## src/rtl/seq_det_pkg.sv

```systemverilog
// Shared types, default sizes and the compare-mask helper for the programmable
// serial pattern detector.
package seq_det_pkg;

  localparam int DEF_MAX_LEN = 8;
  localparam int DEF_LEN_W   = 4;
  localparam int DEF_CNT_W   = 16;

  typedef enum logic [1:0] {
    IDLE,
    FILL,
    RUN
  } state_e;

  // Ones in the low len bit positions; callers truncate to their window width.
  function automatic logic [31:0] len_mask(input int unsigned len);
    if (len >= 32) return '1;
    return (32'd1 << len) - 32'd1;
  endfunction

endpackage

```

## src/rtl/seq_det_window.sv

```systemverilog
// Serial history window: shift register, fill counter and masked comparator.
// hit_o is combinational and only asserts on a bit being shifted in.
module seq_det_window
  import seq_det_pkg::*;
#(
  parameter int MAX_LEN = DEF_MAX_LEN,
  parameter int LEN_W   = DEF_LEN_W
) (
  input  logic               clk,
  input  logic               reset,
  input  logic               clr_i,
  input  logic               shift_i,
  input  logic               din_i,
  input  logic [MAX_LEN-1:0] pat_i,
  input  logic [LEN_W-1:0]   len_i,
  output logic               hit_o,
  output logic               full_o
);

  // The incoming bit completes the window, so only MAX_LEN-1 history bits are kept.
  logic [MAX_LEN-2:0] hist_q, hist_d;
  logic [LEN_W-1:0]   fill_q, fill_d;
  logic [MAX_LEN-1:0] window;
  logic [MAX_LEN-1:0] mask;
  logic [LEN_W:0]     fill_inc;

  assign window   = {hist_q, din_i};
  assign mask     = MAX_LEN'(len_mask(32'(len_i)));
  assign fill_inc = {1'b0, fill_q} + (LEN_W+1)'(1);
  assign full_o   = (fill_inc >= {1'b0, len_i});
  assign hit_o    = shift_i && full_o && (((window ^ pat_i) & mask) == '0);

  // NOTE: every always_comb output gets a default first, so no path can infer a latch.
  always_comb begin
    hist_d = hist_q;
    fill_d = fill_q;
    if (clr_i) begin
      hist_d = '0;
      fill_d = '0;
    end else if (shift_i) begin
      hist_d = window[MAX_LEN-2:0];
      if (fill_inc <= {1'b0, len_i}) fill_d = fill_inc[LEN_W-1:0];
    end
  end

  // NOTE: sequential state uses non-blocking assignments so all registers update together.
  always_ff @(posedge clk) begin
    if (reset) begin
      hist_q <= '0;
      fill_q <= '0;
    end else begin
      hist_q <= hist_d;
      fill_q <= fill_d;
    end
  end

endmodule

```

## src/rtl/seq_detector_param.sv

```systemverilog
// Runtime-programmable serial pattern detector with overlap control and config check.
// Define SEQDET_MATCH_CNT_EN to build the saturating match counter; otherwise match_count is 0.
module seq_detector_param
  import seq_det_pkg::*;
#(
  parameter int MAX_LEN = DEF_MAX_LEN,
  parameter int LEN_W   = DEF_LEN_W,
  parameter int CNT_W   = DEF_CNT_W
) (
  input  logic               clk,
  input  logic               reset,
  input  logic               cfg_load,
  input  logic [MAX_LEN-1:0] pat,
  input  logic [LEN_W-1:0]   pat_len,
  input  logic               overlap,
  input  logic               din_valid,
  input  logic               din,
  output logic               match,
  output logic               cfg_err,
  output logic [CNT_W-1:0]   match_count
);

  localparam logic [LEN_W:0] MAX_LEN_L = (LEN_W+1)'(MAX_LEN);

  state_e             state_q, state_d;
  logic [MAX_LEN-1:0] pat_q;
  logic [LEN_W-1:0]   len_q;
  logic               overlap_q;
  logic               match_q, match_d;
  logic               cfg_err_q, cfg_err_d;

  logic cfg_ok;
  logic accept;
  logic hit;
  logic full;
  logic win_clr;

  assign cfg_ok  = (pat_len != '0) && ({1'b0, pat_len} <= MAX_LEN_L);
  // cfg_load takes priority: a bit arriving with it is dropped.
  assign accept  = din_valid && (state_q != IDLE) && !cfg_load;
  assign win_clr = cfg_load || (hit && !overlap_q);

  seq_det_window #(
    .MAX_LEN (MAX_LEN),
    .LEN_W   (LEN_W)
  ) u_window (
    .clk     (clk),
    .reset   (reset),
    .clr_i   (win_clr),
    .shift_i (accept),
    .din_i   (din),
    .pat_i   (pat_q),
    .len_i   (len_q),
    .hit_o   (hit),
    .full_o  (full)
  );

  always_comb begin
    state_d   = state_q;
    cfg_err_d = cfg_err_q;
    match_d   = hit;
    if (cfg_load) begin
      state_d   = cfg_ok ? FILL : IDLE;
      cfg_err_d = !cfg_ok;
    end else if (accept) begin
      if (hit && !overlap_q) state_d = FILL;
      else if (full)         state_d = RUN;
    end
  end

  always_ff @(posedge clk) begin
    if (reset) begin
      state_q   <= IDLE;
      pat_q     <= '0;
      len_q     <= '0;
      overlap_q <= 1'b0;
      match_q   <= 1'b0;
      cfg_err_q <= 1'b1;
    end else begin
      state_q   <= state_d;
      match_q   <= match_d;
      cfg_err_q <= cfg_err_d;
      if (cfg_load) begin
        pat_q     <= pat;
        len_q     <= pat_len;
        overlap_q <= overlap;
      end
    end
  end

  assign match   = match_q;
  assign cfg_err = cfg_err_q;

`ifdef SEQDET_MATCH_CNT_EN
  logic [CNT_W-1:0] cnt_q, cnt_d;

  always_comb begin
    cnt_d = cnt_q;
    if (cfg_load)                 cnt_d = '0;
    else if (hit && cnt_q != '1)  cnt_d = cnt_q + CNT_W'(1);
  end

  always_ff @(posedge clk) begin
    if (reset) cnt_q <= '0;
    else       cnt_q <= cnt_d;
  end

  assign match_count = cnt_q;
`else
  assign match_count = '0;
`endif

endmodule

```

## config.mk

```make
export PLATFORM = sky130hd
export DESIGN_NAME = seq_detector_param
export DESIGN_NICKNAME = d
export VERILOG_FILES = /design/src/rtl/seq_det_pkg.sv /design/src/rtl/seq_det_window.sv /design/src/rtl/seq_detector_param.sv
export SDC_FILE = /design/constraint.sdc
export NUM_CORES = 1
export LEC_CHECK = 0
export BUFFER_PORTS_ARGS = -buffer_cell sky130_fd_sc_hd__buf_2
export CORE_ASPECT_RATIO = 1.2
export CORE_MARGIN = 2
export CORE_UTILIZATION = 60
export CTS_BUF_LIST = sky130_fd_sc_hd__clkbuf_4 sky130_fd_sc_hd__clkbuf_8
export CTS_CLUSTER_SIZE = 30
export DETAILED_ROUTE_END_ITERATION = 7
export PLACE_DENSITY_LB_ADDON = 0.15
export SYNTH_ARGS = -nofsm -noshare
export SYNTH_HDL_FRONTEND = slang
export SYNTH_SLANG_ARGS = --single-unit
```

## constraint.sdc

```tcl
create_clock -name clk -period 6 [get_ports clk]
set_input_delay 1.2 -clock clk [delete_from_list [all_inputs] [get_ports clk]]
set_output_delay 1.2 -clock clk [all_outputs]
set_load 0.005 [all_outputs]
```

==> results of run 1 <==
state kept, by name (all words and copies together) (netlist names):
register and flops:
match 1, state_q 2, u_window.hist_q 7, u_window.fill_q 4, overlap_q 1, len_q 4, pat_q 8, cfg_err 1
logic make-up after synthesis:
family,count (synthesis),synth area share
buf+inv,30,0.1195
other cells,1,0.002356
compound gates,25,0.1203
flops,28,0.3522
mux,21,0.1321
xor+xnor,11,0.06053
fa+ha+maj,6,0.04717
simple gates,53,0.1659
worst reg2reg max path, cell delays in order (launching register included):
cell and delay, ns:
dfxtp_1 0.46, ha_1 0.28, xor2_1 0.10, ha_1 0.29, and3_1 0.19, o21ai_0 0.12
a32oi_1 0.25, nand2b_1 0.12, o21ai_2 0.44, nor3_1 0.12
where the power goes:
group          switching [W]  internal [W]
sequential        0.00000735      0.000193
combinational      0.0000289     0.0000227
clock              0.0000566     0.0000676
total              0.0000929      0.000283
cell usage after synthesis, drive strengths merged (2+ instances only):
cell type | instances | area, sq um
a21oi | 6 | 30.03
a31oi | 2 | 12.51
a41oi | 2 | 25.03
and3 | 3 | 18.77
buf | 20 | 151.4
clkbuf | 4 | 16.26
dfxtp | 28 | 560.5
ha | 6 | 75.07
inv | 6 | 22.52
mux2i | 21 | 210.2
nand2 | 2 | 7.510
nand3 | 4 | 20.02
nor2 | 29 | 108.9
nor3 | 5 | 25.02
o21ai | 4 | 23.77
xnor2 | 4 | 35.03
xor2 | 7 | 61.31
final cells by class:
| class | instances | share of cell area |
|---|---|---|
| Multi-Input combinational cell | 132 | 0.5375 |
| Sequential cell | 28 | 0.3358 |
| Timing Repair Buffer | 19 | 0.05697 |
| Tap cell | 33 | 0.02474 |
| Clock inverter | 1 | 0.01799 |
| Clock buffer | 3 | 0.01349 |
| Inverter | 6 | 0.01349 |
placed cells by master (no fill, tap or decap), types with 2 or more instances in the layout:
master and n:
xnor2_1 4, mux2i_1 21, and3_1 3, o21ai_0 3, nor3_1 5, nand2_1 2
inv_1 6, nor2_1 29, buf_2 19, nand3_1 4, a21oi_1 6, clkbuf_4 3
ha_1 6, conb_1 16, dfxtp_1 28, xor2_1 7, a31oi_1 2
per-layer routing:
metal,GRT usage,vias to the layer above
met5,0,-
met4,0.05405,0
met3,0.03202,4
met2,0.3859,25
met1,0.2334,558
li1,-,610
how the worst min path moves through the flow:
stage,end,slack [ns],depth (start not counted)
floorplan,cfg_err,0.45,2
global placement,cfg_err,0.44,2
detailed placement,cfg_err,0.45,2
CTS,cfg_err,0.47,2
global route,cfg_err,0.53,2
finish,cfg_err,0.47,2
per-stage QoR:
stage          instance area, sq um  utilization
2_1_floorplan                  1648            -
3_5_place_dp                   1617       0.6396
5_1_grt                        1669       0.6604
6_report                       1669       0.6604
4_1_cts                        1669       0.6604
3_3_place_gp                   1617       0.6396
==> impl_metrics.tcl, run 1 <==
set metrics [dict create \
    status "finished, final reports clean" \
    fmax_ghz 0.3686 \
    rows 20 \
    cts_inserted_buffers 3 \
    antenna_cells 0 \
    crit_fanout 18 \
    cts_root_buf "clkbuf_4" \
    stdcell_count 222 \
    finalSetupTns_ns 0 \
    worstPathArrival_ns 2.93 \
    cts_hold_buffers 0 \
    ir_worst_vdd_uv 182.1 \
    timing.hold.ws_ns 0.4716 \
    io_buffer_count 19 \
    p_leak_nw 0.8159 \
    power_w 0.0003758 \
    drv_cap 0 \
    grt-ovfl-total 0 \
    nFillCells 222 \
    rr_endpoint "u_window.fill_q[3]" \
    grt_pass1_wl_um 4747 \
    antenna_left 0 \
    cts.clk_slew.worst_paths_ns 0.15 \
    crit_top_cell "nor3_1" \
    cp_slowest_stage_delay_ns 0.49 \
    critPathKind "in -> reg" \
    multi_input_area_sq_um 897.1 \
    cts_tree "yes" \
    synthArstFlopShare 0 \
    cts_resized 0 \
    place_congestion 0.7639 \
    slew_headroom 0.5901 \
    grt_max_degree 19 \
    crit_end "u_window.fill_q[3]" \
    rsz0062_at_grt "no" \
    synth_cell_types 45 \
    clock-sinks 28 \
    layout_min_cycle_time_ns 2.713 \
    fin_crit_sh 0.4521 \
    drive_gt1_frac 0.1534 \
    maxSlewViolCount 0 \
    viasPerCell 5.392 \
    drc 0 \
    worst-path-stages 7 \
    antenna_found_initial 0 \
    min-delay-path-class "reg -> reg" \
    hp-start "cfg_err" \
    wl_met3_um 80 \
    p_per_area_mw_per_mm2 225.2 \
    reg2reg_from "u_window.fill_q[0]" \
    finClkSkew_ns 0.003431 \
    detailedPlace.worstSlack_ns 2.939 \
    routed_wl_um 2904 \
    synth_ff_type "dfxtp_1" \
    crit_path_start_kind "input port" \
    syn_area_per_cell_sq_um 9.094 \
    seq_area_sq_um 560.5 \
    wl_met2_um 1543 \
    worstRegToRegCells 9 \
    dpl.cell_count 218 \
    worst_slew_pin_slew_ns 0.6130 \
    synth.cell_area_sq_mm 0.001592 \
    path_buf_inv 2 \
    cp_cell_sequence "buf_2 > inv_1 > o211ai_2 > nor3_1 > nand4_2 > o21ai_2 > nor3_1" \
    hold_viol_final 0 \
    die_area_sq_mm 0.003082 \
    r2r_setup_slack_ns 3.50 \
    worstSkewPairLatency_ns 0.33 \
    first_iter_violations 32 \
    seq_area_frac_synth 0.3522 \
    grt_pass1_vias 1134 \
    routed-via-count 1197 \
    htreeDepth 1 \
    die_h_um 60.42 \
    coreArea_sq_mm 0.002527 \
    cp-startpoint "cfg_load" \
    die_w_um 51.02 \
    initial_core_util 0.6297 \
    synth_cells 175 \
    highest_layer "met4" \
    critical-path-slowest-cell "o21ai_2" \
    cp_top_family "compound AO/OA/AOI/OAI gates" \
    critical_path_required_ns 6.22 \
    endpoint_kind "flop" \
    pin_count 36 \
    area_growth_pct 4.874 \
    synth-edff-count 0 \
    layout.nets 214 \
    cts_setup_buffers 0 \
    setup_viol 0 \
    met1_length_um 1246 \
    clock_path_buffers 2 \
    synth-seq-cells 28 \
    firstDrtPassIters 4 \
    routedWlPerCell_um 13.08 \
    hpwl_um 2222 \
    layout_setup_ws_ns 3.287 \
    grt_usage 0.2020 \
    yosysWarningCount 0 \
]
Power figures use the tool's default switching activity.
==> inputs of run 2 (changes only) <==
--- a/config.mk
+++ b/config.mk
@@ -5,10 +5,11 @@
 export SDC_FILE = /design/constraint.sdc
 export NUM_CORES = 1
 export LEC_CHECK = 0
+export ABC_AREA = 1
 export BUFFER_PORTS_ARGS = -buffer_cell sky130_fd_sc_hd__buf_2
 export CORE_ASPECT_RATIO = 1.2
 export CORE_MARGIN = 2
-export CORE_UTILIZATION = 60
+export CORE_UTILIZATION = 50
 export CTS_BUF_LIST = sky130_fd_sc_hd__clkbuf_4 sky130_fd_sc_hd__clkbuf_8
 export CTS_CLUSTER_SIZE = 30
 export DETAILED_ROUTE_END_ITERATION = 7
==> constraint.sdc (replaced) <==
create_clock -name clk -period 2.2 [get_ports clk]
set_input_delay 0.44 -clock clk [delete_from_list [all_inputs] [get_ports clk]]
set_output_delay 0.44 -clock clk [all_outputs]
set_load 0.005 [all_outputs]
==> run 2 against run 1 <==
  * Total power is 150% higher
  * Register-to-register slack worse by 3.3 ns
  * Final area is 4.8% higher
  * Global-route usage down 1.5 points
==> impl_metrics.tcl, run 2 <==
set metrics [dict create \
    synth.area.top_cells "dfxtp_1, nand2_1, buf_4" \
    area_growth_pct 7.787 \
    p_per_area_mw_per_mm2 527.7 \
    clock-sinks 28 \
    sw_frac_of_total 0.2864 \
    die_h_um 66.41 \
    top_regs "pat_q: 8 flops, u_window.hist_q: 7 flops" \
    worstRegToRegCells 9 \
    synth_common_cells "nand2_1, dfxtp_1, nor2_1" \
    hpwl_um 2541 \
    drc 0 \
    die_area_sq_mm 0.003719 \
    final_common_cell "nand2_1" \
    grt-ovfl-total 0 \
    grt_pass1_wl_um 5513 \
    largest_register "pat_q" \
    final_cell_mix "nand2_1, dfxtp_1, nor2_1" \
    coreArea_sq_mm 0.003083 \
    synthArstFlopShare 0 \
    drive_gt1_frac 0.2040 \
    grt_max_degree 21 \
    first_iter_violations 27 \
    yosysWarningCount 0 \
    die_w_um 56.01 \
    viasPerCell 4.902 \
    initial_core_util 0.5264 \
    p_int_w 0.0006586 \
    min-delay-path-class "in -> reg" \
    synth_ff_type "dfxtp_1" \
    endpoint_kind "flop" \
    finClkSkew_ns 0.005958 \
    rsz0062_at_grt "no" \
    worstSkewPairLatency_ns 0.32 \
    synth_compound_area_frac 0.1588 \
    layout.nets 276 \
    syn_area_per_cell_sq_um 7.118 \
    grt_pass1_vias 1276 \
    cts_root_buf "clkbuf_4" \
    r2r_setup_slack_ns 0.18 \
    yosysMostFrequentCell "nand2_1" \
    htreeDepth 1 \
    grt_usage 0.1870 \
    synth.cell_area_sq_mm 0.001623 \
    synth_fa_ha_area_frac 0.04626 \
    synth-simple-area-share 0.2745 \
    p_clk_frac 0.224 \
    fin_util 0.5674 \
    layout_min_cycle_time_ns 2.023 \
    synth_top_family_by_area "simple AND/OR/NAND/NOR gates" \
    drv_cap 0 \
    antenna_found_initial 0 \
    fin_crit_sh 0.9196 \
    routedWlPerCell_um 11.36 \
    pin_count 36 \
    rows 22 \
    synth_xor_xnor_area_share 0.02699 \
    antenna_left 0 \
    power_w 0.0009230 \
    finalSetupTns_ns 0 \
    crit_path_start_kind "flop" \
    routed_wl_um 3249 \
    cts.clk_slew.worst_paths_ns 0.14 \
    fmax_ghz 0.4943 \
    status "finished, final reports clean" \
    hold_end "state_q[1]" \
    hp-start "reset" \
    place_congestion 0.8619 \
    reg2reg_from "u_window.fill_q[1]" \
    firstDrtPassIters 4 \
    synth_cells 228 \
    synth_top_cell_by_area "dfxtp_1" \
    synth_cell_types 26 \
    synth_top_area_frac 0.3454 \
    comb_power_share 0.188 \
    synthMuxAreaShare 0 \
    setup_viol 0 \
    power_frac_seq 0.588 \
    crit_fanout 6 \
    cts_tree "yes" \
    cts_inserted_buffers 3 \
    synth-edff-count 0 \
    hold_viol_final 0 \
    whs_path_depth 2 \
    worstPathArrival_ns 2.29 \
    synth-seq-cells 28 \
    clock_path_buffers 2 \
    seq_area_frac_synth 0.3454 \
    switchingPower_w 0.0002644 \
    largest_reg_flops 8 \
    routed-via-count 1402 \
    io_buffer_count 19 \
    ir_worst_vdd_uv 328.8 \
    p_leak_nw 0.8163 \
    antenna_cells 0 \
    critPathKind "reg -> reg" \
    rr_endpoint "u_window.fill_q[0]" \
    critical_path_required_ns 2.46 \
    maxSlewViolCount 0 \
]
[run 2: changes by cell type in the layout (fill, tap and decap cells not counted), sizes merged, moves of 3 or more]
cell,delta
a21oi,+16
and3,-3
buf,+6
inv,+16
mux2i,-21
nand2,+51
nand3,+12
nor3,-5
o21ai,+15
xnor2,-3
xor2,-3
[run 2: how the worst max path moves through the flow]
stage,start,to,slack [ns]
after detailed placement,u_window.fill_q[0],u_window.hist_q[0],0.14
after CTS,u_window.fill_q[0],u_window.hist_q[4],0.11
final,u_window.fill_q[1],u_window.fill_q[0],0.18
after global placement,u_window.fill_q[0],u_window.hist_q[0],0.20
after floorplan,u_window.fill_q[0],u_window.hist_q[1],0.36
after global routing,u_window.fill_q[1],u_window.fill_q[0],0.02
[run 2: through the flow]
stage          cell area (sq um)  worst slack (ns)  hold slack [ns]  cells
5_1_grt                     1749           0.01739           0.2927    286
6_report                    1749            0.1769           0.2977    286
3_5_place_dp                1723            0.1372           0.4549    283
2_1_floorplan               1679            0.3623           0.4337    243
4_1_cts                     1745            0.1084           0.2943    286
3_3_place_gp                1723            0.1965           0.4503    283
[run 2: cell families after synthesis]
logic type | count (synthesis)
simple gates | 102
compound gates | 43
buf+inv | 43
flops | 28
fa+ha+maj | 6
xor+xnor | 5
other cells | 1
[run 2: cell type report]
cell class,instances,area (sq um)
Fill cell,327,1334
Sequential cell,28,561.8
Clock buffer,3,22.52
Timing Repair Buffer,25,152.6
Multi-Input combinational cell,172,884.6
Inverter,22,82.58
Tap cell,36,45.04
[run 2: routing by layer]
metal  vias to the layer above  share of wire  GRT usage
met5                         -              0          0
li1                        747              -          -
met4                         0          0.018    0.07440
met1                       621           0.47     0.2208
met2                        28           0.48     0.3412
met3                         6          0.038    0.02348
[run 2: worst max-delay path, cell delays in order, from the launching register on]
cell	delay (ns)
dfxtp_1	0.39
ha_1	0.20
xor2_1	0.19
ha_1	0.29
nand3_1	0.09
nand4_1	0.13
o21ai_0	0.11
nand2_1	0.15
or2_2	0.32
a21oi_2	0.10
[run 2: power groups by stage]
stage	clock [W]	combinational [W]	sequential, W
global route	0.000234	0.000200	0.000547
global placement	0	0.000170	0.000554
floorplan	0	0.000143	0.000551
CTS	0.000215	0.000173	0.000543
detailed placement	0	0.000172	0.000554
finish	0.000207	0.000173	0.000543
[run 2: timing repair]
action | 4_1_cts | 5_1_grt
gates resized for setup | 0 | 2
setup buffers | 0 | 0
setup endpoints to repair | 0 | 13
hold buffers | 0 | 0
==> inputs of run 3 (changes only) <==
--- a/config.mk
+++ b/config.mk
@@ -5,11 +5,10 @@
 export SDC_FILE = /design/constraint.sdc
 export NUM_CORES = 1
 export LEC_CHECK = 0
-export ABC_AREA = 1
 export BUFFER_PORTS_ARGS = -buffer_cell sky130_fd_sc_hd__buf_2
 export CORE_ASPECT_RATIO = 1.2
 export CORE_MARGIN = 2
-export CORE_UTILIZATION = 50
+export CORE_UTILIZATION = 55
 export CTS_BUF_LIST = sky130_fd_sc_hd__clkbuf_4 sky130_fd_sc_hd__clkbuf_8
 export CTS_CLUSTER_SIZE = 30
 export DETAILED_ROUTE_END_ITERATION = 7
==> constraint.sdc (replaced) <==
create_clock -name clk -period 1.9 [get_ports clk]
set_input_delay 0.38 -clock clk [delete_from_list [all_inputs] [get_ports clk]]
set_output_delay 0.38 -clock clk [all_outputs]
set_load 0.005 [all_outputs]
==> run 3 against run 2 <==
  * Non-clock buffer count up 21
  * Combinational power up 36%
  * Highest routed layer unchanged
  * Total power up 36%
  * Clock skew up 0.0053 ns
  * Critical endpoint is now u_window.hist_q[6]
  * Sequential share of layout area down 3.2 points
  * The flow now finishes with violations (setup timing)
  * Cell count down 13%
  * Critical path depth up 1
  * Wire length up 6.0%
  * Sequential cell count unchanged
==> impl_metrics.tcl, run 3 (synthesis gave the netlist of run 1 again) <==
set metrics [dict create \
    hold_end "pat_q[3]" \
    stdcell_count 250 \
    cp_slowest_stage_delay_ns 0.39 \
    rr_endpoint "u_window.hist_q[6]" \
    initial_core_util 0.5714 \
    grt_usage 0.2347 \
    antenna_left 0 \
    critical_path_required_ns 2.14 \
    cts_root_buf "clkbuf_4" \
    min-delay-path-class "in -> reg" \
    die_h_um 62.93 \
    pin_count 36 \
    drc 0 \
    fin_util 0.7152 \
    p_leak_nw 0.9621 \
    setup_viol 14 \
    antenna_found_initial 0 \
    crit_fanout 8 \
    layout_min_cycle_time_ns 2.089 \
    worstRegToRegCells 10 \
    critPathKind "reg -> reg" \
    crit_path_start_kind "flop" \
    grt-ovfl-total 0 \
    rows 21 \
    cts_tree "yes" \
    finClkSkew_ns 0.01125 \
    grt_pass1_wl_um 5899 \
    fmax_ghz 0.4786 \
    dpl-instance-area_sq_mm 0.001842 \
    drv_cap 0 \
    dpl.cell_count 243 \
    hold_viol_final 0 \
    cts_hold_buffers 0 \
    r2r_setup_slack_ns -0.19 \
    drive_gt1_frac 0.3657 \
    cts_inserted_buffers 3 \
    ir_worst_vdd_uv 577.1 \
    layout_setup_ws_ns -0.1894 \
    cts.clk_slew.worst_paths_ns 0.16 \
    timing.hold.ws_ns 0.2656 \
    status "finished, violations left" \
    fin_area_sq_mm 0.001992 \
    io_buffer_count 19 \
    worstSkewPairLatency_ns 0.33 \
    die_w_um 53.11 \
    grt_pass1_vias 1409 \
    routed-via-count 1286 \
    final_common_cell "nor2_1" \
    final_cell_mix "nor2_1, buf_4, mux2i_1, dfxtp_1, buf_2" \
    area_growth_pct 25.16 \
    top_regs "pat_q: 8 flops, u_window.hist_q: 7 flops" \
    die_area_sq_mm 0.003342 \
    firstDrtPassIters 4 \
    clock_path_buffers 2 \
    place_congestion 0.8047 \
    coreArea_sq_mm 0.002785 \
    maxSlewViolCount 0 \
    routedWlPerCell_um 13.77 \
    cp_cell_sequence "ha_4 > xor2_1 > ha_1 > a21o_1 > a21oi_2 > a32oi_2 > nand2b_1 > o21ai_2 > buf_6 > nor2_1" \
    reg2reg_from "u_window.fill_q[1]" \
    hpwl_um 2593 \
    first_iter_violations 23 \
    viasPerCell 5.144 \
    violations "setup timing" \
    critical-path-slowest-cell "dfxtp_4" \
    largest_register "pat_q" \
    htreeDepth 1 \
    hp-start "pat[3]" \
    endpoint_kind "flop" \
    p_per_area_mw_per_mm2 629.4 \
    rsz0062_at_grt "yes" \
    routed_wl_um 3443 \
    antenna_cells 0 \
    clock-sinks 28 \
    grt_max_degree 18 \
    layout.nets 241 \
    largest_reg_flops 8 \
    fin_crit_sh 1.100 \
    detailedPlace.worstSlack_ns -0.2495 \
    worstPathArrival_ns 2.33 \
    whs_path_depth 3 \
]
-- run 3: metal layers --
layer | vias up | track usage | wire length [um]
li1 | 663 | - | -
met3 | 10 | 0.03349 | 80
met2 | 25 | 0.4328 | 1901
met5 | - | 0 | 0
met4 | 0 | 0.09936 | 98
met1 | 588 | 0.2530 | 1364
-- run 3: power breakdown --
part | total (W) | internal, W | leakage [nW] | switching [W]
clock | 0.000393 | 0.000213 | 0.0279 | 0.000180
sequential | 0.000624 | 0.000605 | 0.233 | 0.0000189
combinational | 0.000236 | 0.000120 | 0.702 | 0.000116
total | 0.00125 | 0.000939 | 0.962 | 0.000315
-- run 3: worst max path at each step --
stage / start / endpoint / slack [ns] / depth (start not counted)
2_1_floorplan: u_window.fill_q[0] / u_window.fill_q[1] / -0.05 / 10
3_3_place_gp: u_window.fill_q[0] / u_window.fill_q[3] / -0.16 / 10
3_5_place_dp: u_window.fill_q[0] / u_window.fill_q[3] / -0.25 / 10
4_1_cts: u_window.fill_q[1] / u_window.fill_q[3] / -0.16 / 8
5_1_grt: u_window.fill_q[1] / u_window.hist_q[2] / -0.27 / 10
6_report: u_window.fill_q[1] / u_window.hist_q[6] / -0.19 / 10
-- run 3: what timing repair did --
item | 4_1_cts | 5_1_grt
gates resized for setup | 11 | 9
endpoints found under the setup margin | 13 | 14
setup buffers | 3 | 0
hold endpoints to repair | 0 | 0
pin swaps | 11 | 2
-- run 3: final cells by class --
class	count	area, sq um
timing repair buffer	46	305.3
clock inverter	1	30.03
tap	34	42.54
fill	228	793.3
inverter	6	22.52
sequential	28	576.8
clock buffer	3	22.52
multi-input combinational	132	992.2
-- run 3: critical path: cells and delay by family, from the launching register on --
kind | cells | cell delay, ns
compound gates | 4 | 0.67
fa+ha+maj | 2 | 0.46
buf+inv | 1 | 0.16
simple gates | 2 | 0.17
flops | 1 | 0.39
xor+xnor | 1 | 0.14
-- run 3: metrics by stage --
stage / setup TNS (ns) / power (W)
floorplan: -0.5124 / 0.0007971
global placement: -1.135 / 0.0008453
detailed placement: -2.285 / 0.0008526
CTS: -1.879 / 0.001255
global route: -3.560 / 0.001312
finish: -2.429 / 0.001254
